--- src/rtl/score_event_scheduler.sv ---
// Per-lane hit queueing with round-robin grant; each grant becomes a paced
// burst of increment pulses whose length is the combo multiplier.
module score_event_scheduler #(
  parameter int NUM_LANES  = 4,
  parameter int PEND_W     = 3,
  parameter int PACE       = 2,
  parameter int COMBO_STEP = 8,
  parameter int MAX_MULT   = 4
) (
  input  logic                 clock,
  input  logic                 resetn,
  input  logic                 clear,
  input  logic                 emit_enable,
  input  logic [NUM_LANES-1:0] hit,
  input  logic                 miss,
  output logic                 increment,
  output logic [NUM_LANES-1:0] grant,
  output logic                 busy,
  output logic [2:0]           multiplier,
  output logic [7:0]           combo,
  output logic                 dropped
);

  localparam int LANE_W = (NUM_LANES > 1) ? $clog2(NUM_LANES) : 1;
  localparam logic [PEND_W-1:0] PEND_MAX = '1;

  typedef enum logic [1:0] {IDLE, EMIT, GAP} state_t;

  state_t               state;
  logic [PEND_W-1:0]    pending [NUM_LANES];
  logic [LANE_W-1:0]    last_lane;
  logic [LANE_W-1:0]    pick_lane;
  logic                 pick_found;
  logic                 grant_fire;
  logic                 sync_reset;
  logic [2:0]           points_left;
  logic [3:0]           gap_cnt;
  logic [NUM_LANES-1:0] grant_mask;
  logic [NUM_LANES-1:0] drop_mask;
  int                   search_idx;
  int                   mult_steps;
  int                   combo_sum;

  assign sync_reset = !resetn || clear;

  // Round-robin search starting just after the lane granted last.
  always_comb begin
    pick_found = 1'b0;
    pick_lane  = '0;
    search_idx = 0;
    for (int k = 1; k <= NUM_LANES; k++) begin
      search_idx = (int'(last_lane) + k) % NUM_LANES;
      if (!pick_found && pending[search_idx] != '0) begin
        pick_found = 1'b1;
        pick_lane  = LANE_W'(search_idx);
      end
    end
  end

  assign grant_fire = (state == IDLE) && emit_enable && pick_found;
  assign grant_mask = grant_fire ? (NUM_LANES'(1) << pick_lane) : '0;

  always_comb begin
    for (int i = 0; i < NUM_LANES; i++) begin
      drop_mask[i] = hit[i] && !grant_mask[i] && (pending[i] == PEND_MAX);
    end
  end

  always_comb begin
    mult_steps = int'(combo) / COMBO_STEP;
    if (mult_steps > MAX_MULT - 1) mult_steps = MAX_MULT - 1;
  end

  assign multiplier = 3'(mult_steps + 1);
  assign combo_sum  = int'(combo) + $countones(hit);

  always_ff @(posedge clock) begin
    if (sync_reset) begin
      for (int i = 0; i < NUM_LANES; i++) pending[i] <= '0;
      dropped <= 1'b0;
      combo   <= 8'd0;
    end else begin
      for (int i = 0; i < NUM_LANES; i++) begin
        case ({hit[i], grant_mask[i]})
          2'b10:   if (pending[i] != PEND_MAX) pending[i] <= pending[i] + 1'b1;
          2'b01:   pending[i] <= pending[i] - 1'b1;
          default: pending[i] <= pending[i];
        endcase
      end
      dropped <= |drop_mask;
      // A miss wipes the streak even if hits land in the same cycle.
      if (miss)                combo <= 8'd0;
      else if (combo_sum > 255) combo <= 8'd255;
      else                      combo <= 8'(combo_sum);
    end
  end

  always_ff @(posedge clock) begin
    if (sync_reset) begin
      state       <= IDLE;
      increment   <= 1'b0;
      busy        <= 1'b0;
      grant       <= '0;
      points_left <= 3'd0;
      gap_cnt     <= 4'd0;
      last_lane   <= LANE_W'(NUM_LANES - 1);
    end else begin
      increment <= 1'b0;
      unique case (state)
        IDLE: begin
          if (grant_fire) begin
            state       <= EMIT;
            increment   <= 1'b1;
            busy        <= 1'b1;
            grant       <= grant_mask;
            points_left <= multiplier;
            last_lane   <= pick_lane;
          end
        end
        EMIT: begin
          points_left <= points_left - 3'd1;
          if (PACE == 1) begin
            if (points_left > 3'd1) begin
              state     <= EMIT;
              increment <= 1'b1;
            end else begin
              state <= IDLE;
              busy  <= 1'b0;
              grant <= '0;
            end
          end else begin
            state   <= GAP;
            gap_cnt <= 4'(PACE - 1);
          end
        end
        GAP: begin
          // Leaving on the count that reaches zero keeps pulses PACE apart.
          if (gap_cnt <= 4'd1) begin
            gap_cnt <= 4'd0;
            if (points_left != 3'd0) begin
              state     <= EMIT;
              increment <= 1'b1;
            end else begin
              state <= IDLE;
              busy  <= 1'b0;
              grant <= '0;
            end
          end else begin
            gap_cnt <= gap_cnt - 4'd1;
          end
        end
        default: begin
          state <= IDLE;
          busy  <= 1'b0;
          grant <= '0;
        end
      endcase
    end
  end

endmodule

--- config.mk ---
export PLATFORM = sky130hd
export DESIGN_NAME = score_event_scheduler
export DESIGN_NICKNAME = d
export VERILOG_FILES = /design/src/rtl/score_event_scheduler.sv
export SDC_FILE = /design/constraint.sdc
export NUM_CORES = 1
export LEC_CHECK = 0
export ABC_CLOCK_PERIOD_IN_PS = 3100
export CAP_MARGIN = 5
export CORE_AREA = 3 3 57 111
export CTS_CLUSTER_SIZE = 8
export DETAILED_ROUTE_END_ITERATION = 8
export DIE_AREA = 0 0 60 114
export GPL_ROUTABILITY_DRIVEN = 1
export PLACE_DENSITY = 0.72
export SLEW_MARGIN = 10
export SYNTH_ARGS = -nofsm -noshare
export SYNTH_HDL_FRONTEND = slang
export SYNTH_SLANG_ARGS = --single-unit
export TNS_END_PERCENT = 10
--- constraint.sdc ---
create_clock -name clock -period 3.1 [get_ports clock]
set_input_delay 0.465 -clock clock [delete_from_list [all_inputs] [get_ports clock]]
set_output_delay 0.465 -clock clock [all_outputs]
set_load 0.01 [all_outputs]
==> out/metrics.cfg, run 1 <==
[pwr]
power_density_nw_per_um2=515
p_seq_share_pct=34.2
clockPowerShare_pct=23.0
fin_total_pwr_uw=1840
ir_worst_vdd_v=0.000486
comb_power_share_pct=42.7
intPower_uw=1220
p_leak_uw=0.00149
sw_frac_of_total_pct=33.8
p_sw_uw=621

[critical_path]
r2r_end=pending[0][2]$_SDFFCE_PN0P_
path_delay_family=simple AND/OR/NAND/NOR gates
endpoint_kind=flip-flop
crit_path_start_kind=flip-flop
max_stage_delay_ps=430
critPathMaxFanout=3
worst-setup-path-type=flip-flop to flip-flop
r2r-start=pending[2][0]$_SDFFCE_PN0P_
crit_path_end=pending[0][2]$_SDFFCE_PN0P_
cp_cell_sequence=or3_4, a2bb2oi_2, a221oi_4, mux2i_2, and2_4, nor2b_4, ha_4, nand2_2, fa_2, xnor2_2, xnor2_1, nor2_1
cp.required_ps=3160
ff2ff_path_depth=12
path_depth=12
reg2reg_slack_ps=-20
worst-path-buf-inv=0
crit_slowest_cell=edfxtp_1
startpoint=pending[2][0]$_SDFFCE_PN0P_
arrival_ps=3180

[floorplan]
dieArea_um2=6840
die_w_um=60
rows=38
die_y_um=114
num_io_pins=27
initial_core_util_pct=49.3
core_um2=5520

[global_routing]
track_usage_pct=22.0
grt_pass1_vias=2538
grt_max_degree=19
overflow=0
antenna_found_initial=0
grt_pass1_wl_mm=11.3

[synthesis]
synth.most_common_cell=inv_1
ys_types=55
yosys_warnings=0
yosysTopAreaCell=dfxtp_1
syn_area_um2=2720
ys_top_cells_by_count=34 x inv_1, 28 x dfxtp_1, 25 x nand2_1, 25 x nor2_1, 22 x a21oi_1
async_flop_share_pct=0
synth_top_area_share_pct=20.6
ys_ff_latch=40
synthFlopType=dfxtp_1
yosysSeqAreaShare_pct=33.8
synth_area_leaders=dfxtp_1 21%, edfxtp_1 13%, ha_1 9.7%, inv_1 4.7%, fa_1 4.4%
synth_edf_count=12
netlist_instances=308
syn_area_per_cell_um2=8.84
syn_nets=344

[sta]
clock-skew-final_ps=6.22
timing.fmax_ghz=0.320
min_period_over_period_pct=101
worst_slack_ps=-23.7
worst_pin_slew_ps=647
hold_viol_final=0
slew_headroom_pct=56.9
maxSlewViolCount=0
period_minus_slack_ps=3120
setup_viol=2
finalSetupTns_ps=-37.6
hold_slack_ps=483
grt_setup_unrepaired=true

[clock_tree]
worstSkewPairLatency_ps=310
cts_tree=built
cts_root_buffer=clkbuf_8
clkTransAtPathRegs_ps=80
clockBufferDepth=2
clkSinkCount=40
htreeDepth=2
cts_buffers=5

[layout]
diodes=0
area_growth_pct=30.9
final.fill_count=474
multi_input_area_um2=1720
register_area_um2=921
layout-drive-gt1-share_pct=20.8
num-nets-final=414

[status]
violations=negative setup slack
status=finished, violations left

[drt]
drc=0
drt-total-wl_mm=6.87
avgViaCountPerCell=5.64
num_vias=2474
drt_first_iter_violations=87
drtPass1Iterations=4
postRouteAntennaNets=0
wl_per_cell_um=15.7

[place]
io_buffers=26
gp_congestion=0.810
place_hpwl_mm=5.21

[flow_run]
max_cap_violations=0

[hold_path]
hp-class=flip-flop to flip-flop

[layout make-up]
class | count | area share [%]
clock inverter | 1 | 0.105
clock buffer | 7 | 3.02
tap | 60 | 2.11
inverter | 34 | 3.58
multi-input combinational | 225 | 48.3
timing repair buffer | 72 | 17.0
sequential | 40 | 25.9
[placed cells by master (no fill, tap or decap), drive strengths merged, types with 7 or more instances in the layout]
master / n
a21oi: 23
buf: 46
clkbuf: 7
clkdlybuf4s50: 26
dfxtp: 28
edfxtp: 12
ha: 21
inv: 34
mux2i: 10
nand2: 25
nand3: 8
nor2: 26
nor2b: 7
nor3: 10
o21ai: 17
xnor2: 8
[worst register-to-register path: cells and delay by family (launching register included)]
family | cells | cell delay [ps]
AO/OA/AOI/OAI | 2 | 460
XOR/XNOR | 2 | 330
adder cells (fa/ha/maj) | 2 | 500
flip-flops | 1 | 430
multiplexers | 1 | 290
AND/OR/NAND/NOR | 5 | 860
[layer usage]
| metal | GRT usage, % | share of wire [%] | vias to the layer above |
|---|---|---|---|
| met2 | 38.6 | 54 | 60 |
| met3 | 3.62 | 3.1 | 24 |
| li1 | - | - | 1222 |
| met4 | 14.5 | 5.1 | 0 |
| met1 | 22.6 | 37 | 1168 |
| met5 | 0 | 0 | - |
[kinds of logic (layout without fill, tap and decap cells)]
kind of cell,count (synthesis),after routing,share of synthesized area [%]
compound gates,66,66,16.5
xor+xnor,12,12,3.86
fa+ha+maj,27,27,14.1
buf+inv,43,114,5.98
flops,40,40,33.8
mux,10,10,3.68
simple gates,110,110,22.1
[worst min-delay path by stage]
stage,startpoint,to,slack (ps),cells past startpoint
finish,grant[3]$_SDFFE_PP0P_,grant[3]$_SDFFE_PP0P_,480,2
global route,grant[3]$_SDFFE_PP0P_,grant[3]$_SDFFE_PP0P_,490,2
CTS,grant[3]$_SDFFE_PP0P_,grant[3]$_SDFFE_PP0P_,480,2
detailed placement,grant[3]$_SDFFE_PP0P_,grant[3]$_SDFFE_PP0P_,460,2
global placement,grant[1]$_SDFFE_PP0P_,grant[1]$_SDFFE_PP0P_,460,2
floorplan,state[1]$_SDFFE_PP0P_,state[1]$_SDFFE_PP0P_,470,2
[sequential cells by signal, summed over array words and instances, names as in the netlist, named ones only]
| name | count |
|---|---|
| busy | 1 |
| state | 2 |
| increment | 1 |
| dropped | 1 |
| last_lane | 2 |
| grant | 4 |
| pending | 12 |
| combo | 8 |
| gap_cnt | 4 |
| points_left | 3 |
[stage by stage]
stage               area (um^2)  std cells  setup WS (ps)  utilization (%)
finish                     3560        439          -23.7             64.6
global route               3560        439           -199             64.6
CTS                        3530        437         -0.743             64.0
detailed placement         3330        425          -45.8             60.4
global placement           3330        425           30.0             60.4
floorplan                  2730        308          -96.1                -
[repair_timing]
item / CTS / global route
hold buffers: 0 / 0
resized for setup: 11 / 6
setup endpoints to repair: 5 / 7
setup buffers: 4 / 2
pin swaps: 9 / 6
[power by group through the flow]
stage	Clock (uW)	Combinational [uW]	Sequential (uW)
after floorplan	0	395	649
after global placement	0	671	635
after detailed placement	0	686	638
after CTS	435	750	627
after global routing	455	858	635
final	423	784	628
Note: power is estimated with default switching activity, not from simulation.
==> run 2, diff against run 1 <==
Settings changed: CTS_BUF_LIST from default to sky130_fd_sc_hd__clkbuf_8.
==> out/metrics.cfg, run 2 (synthesized netlist as in run 1, its figures left out) <==
[sta]
grt_setup_unrepaired=true
hold_viol_final=0  ; unchanged
period_minus_slack_ps=3140  ; +17.5 ps
hold_slack_ps=483  ; unchanged
clock-skew-final_ps=6.05  ; -0.172 ps
min_period_over_period_pct=101  ; +0.57 points
worst_slack_ps=-41.2  ; -17.5 ps
slew_headroom_pct=57.9  ; +0.97 points
timing.fmax_ghz=0.318  ; -0.56%
setup_viol=2  ; unchanged
maxSlewViolCount=0  ; unchanged
worst_pin_slew_ps=632  ; -14.5 ps

[floorplan]
dieArea_um2=6840  ; unchanged
num_io_pins=27  ; unchanged
core_um2=5520  ; unchanged
die_y_um=114  ; unchanged
initial_core_util_pct=49.3  ; unchanged
die_w_um=60  ; unchanged
rows=38  ; unchanged

[hold_path]
worstHoldStart=grant[3]$_SDFFE_PP0P_
hp-class=flip-flop to flip-flop
hold_depth=2  ; unchanged
min_to=grant[3]$_SDFFE_PP0P_

[layout]
num-nets-final=414  ; unchanged
regMostFlops=pending
area_growth_pct=31.1
final.fill_count=473  ; -0.21%
largest_reg_flops=12  ; unchanged
instances_no_fill=439  ; unchanged
final_cell_mix=46 x buf_4, 34 x inv_1, 28 x dfxtp_1
layout-drive-gt1-share_pct=20.8  ; unchanged
utilization_pct=64.7  ; +0.091 points
layout_commonest_cell=buf_4
diodes=0  ; unchanged
reg_top3=pending: 12 flops, combo: 8 flops

[global_routing]
track_usage_pct=22.0  ; unchanged
grt_pass1_wl_mm=11.3  ; unchanged
grt_max_degree=19  ; unchanged
overflow=0  ; unchanged
antenna_found_initial=0  ; unchanged
grt_pass1_vias=2538  ; unchanged

[drt]
num_vias=2479  ; +0.20%
postRouteAntennaNets=0  ; unchanged
drtPass1Iterations=4  ; unchanged
drt-total-wl_mm=6.88  ; +0.16%
wl_per_cell_um=15.7  ; +0.16%
drt_first_iter_violations=100  ; +15%
drc=0  ; unchanged
avgViaCountPerCell=5.65  ; +0.20%

[clock_tree]
worstSkewPairLatency_ps=310  ; about the same
clkTransAtPathRegs_ps=80  ; about the same
htreeDepth=2  ; unchanged
clockBufferDepth=2  ; unchanged
cts_root_buffer=clkbuf_8
cts_tree=built
holdBufCountCts=0  ; unchanged
cts_buffers=5  ; unchanged
clkSinkCount=40  ; unchanged

[critical_path]
crit_path_start_kind=flip-flop
worst-path-buf-inv=1  ; +1
worst-setup-path-type=flip-flop to flip-flop
r2r-start=pending[1][0]$_SDFFCE_PN0P_
max_stage_delay_ps=420  ; about the same
endpoint_kind=flip-flop
critPathMaxFanout=3  ; unchanged
r2r_end=pending[0][2]$_SDFFCE_PN0P_
ff2ff_path_depth=13  ; +1
cp.required_ps=3160  ; about the same
reg2reg_slack_ps=-40  ; -20 ps
cp_cell_sequence=o31ai_2, buf_4, o211ai_1, a221oi_4, mux2i_2, and2_4, nor2b_4, ha_4, nand2_2, fa_2, xnor2_2, xnor2_1, nor2_1
arrival_ps=3200  ; +20 ps
crit_slowest_cell=edfxtp_1
path_delay_family=compound AO/OA/AOI/OAI gates

[place]
io_buffers=26  ; unchanged
placed_cells=425  ; unchanged
place_hpwl_mm=5.21  ; unchanged
gp_congestion=0.810  ; unchanged

[status]
status=finished, violations left
violations=negative setup slack

[flow_run]
max_cap_violations=0  ; unchanged

[pwr]
p_leak_uw=0.00149  ; +0.12%
ir_worst_vdd_v=0.000519  ; +6.9%
power_density_nw_per_um2=524  ; +1.7%

## run 2: final cells by class
cell class	count	area (um^2)	share of cell area, %
multi-input combinational	225	1720	48.3
sequential	40	921	25.8
timing repair buffer	72	606	17.0
inverter	34	128	3.58
clock buffer	6	82.6	2.31
tap	60	75.1	2.10
clock inverter	2	33.8	0.947
## run 2: worst max-delay path by stage
stage,from,to,slack [ps],cells after the start
CTS,pending[1][2]$_SDFFCE_PN0P_,pending[1][2]$_SDFFCE_PN0P_,-0.7,12
global route,pending[1][0]$_SDFFCE_PN0P_,pending[0][2]$_SDFFCE_PN0P_,-200,13
floorplan,pending[2][1]$_SDFFCE_PN0P_,pending[0][2]$_SDFFCE_PN0P_,-100,12
detailed placement,pending[2][1]$_SDFFCE_PN0P_,pending[0][2]$_SDFFCE_PN0P_,-50,12
global placement,hit[3],combo[0]$_SDFF_PP0_,30,10
finish,pending[1][0]$_SDFFCE_PN0P_,pending[0][2]$_SDFFCE_PN0P_,-40,13
## run 2: tightest hold or removal path, stage by stage, from the launching register on
cell	delay, ps
dfxtp_1	330
nand2_1	60
mux2i_1	60
## run 2: stage by stage
stage | total power, uW | TNS [ps] | cell area, um^2 | worst slack (ps)
2_1_floorplan | 1040 | -96.1 | 2730 | -96.1
3_3_place_gp | 1310 | 0 | 3330 | 30.0
3_5_place_dp | 1320 | -91.3 | 3330 | -45.8
4_1_cts | 1850 | -0.669 | 3530 | -0.669
5_1_grt | 1980 | -605 | 3570 | -199
6_report | 1870 | -56.6 | 3570 | -41.2
## run 2: layer usage
layer / wire, um / GRT usage (%) / part of all wire [%]
met4: 348 / 14.5 / 5.1
met3: 203 / 3.62 / 2.9
met1: 2580 / 22.6 / 38
met5: 0 / 0 / 0
met2: 3750 / 38.6 / 54
## run 2: where the power goes
group	switching [uW]	internal [uW]
Combinational	383	401
Sequential	41.9	587
Clock	197	260
Total	622	1250
## run 2: what timing repair did
item / in CTS / in global routing
pin swaps: 9 / 6
setup buffers: 4 / 2
hold endpoints to repair: 0 / 0
cloned: 0 / 0
gates resized for setup: 11 / 6
endpoints found under the setup margin: 5 / 10
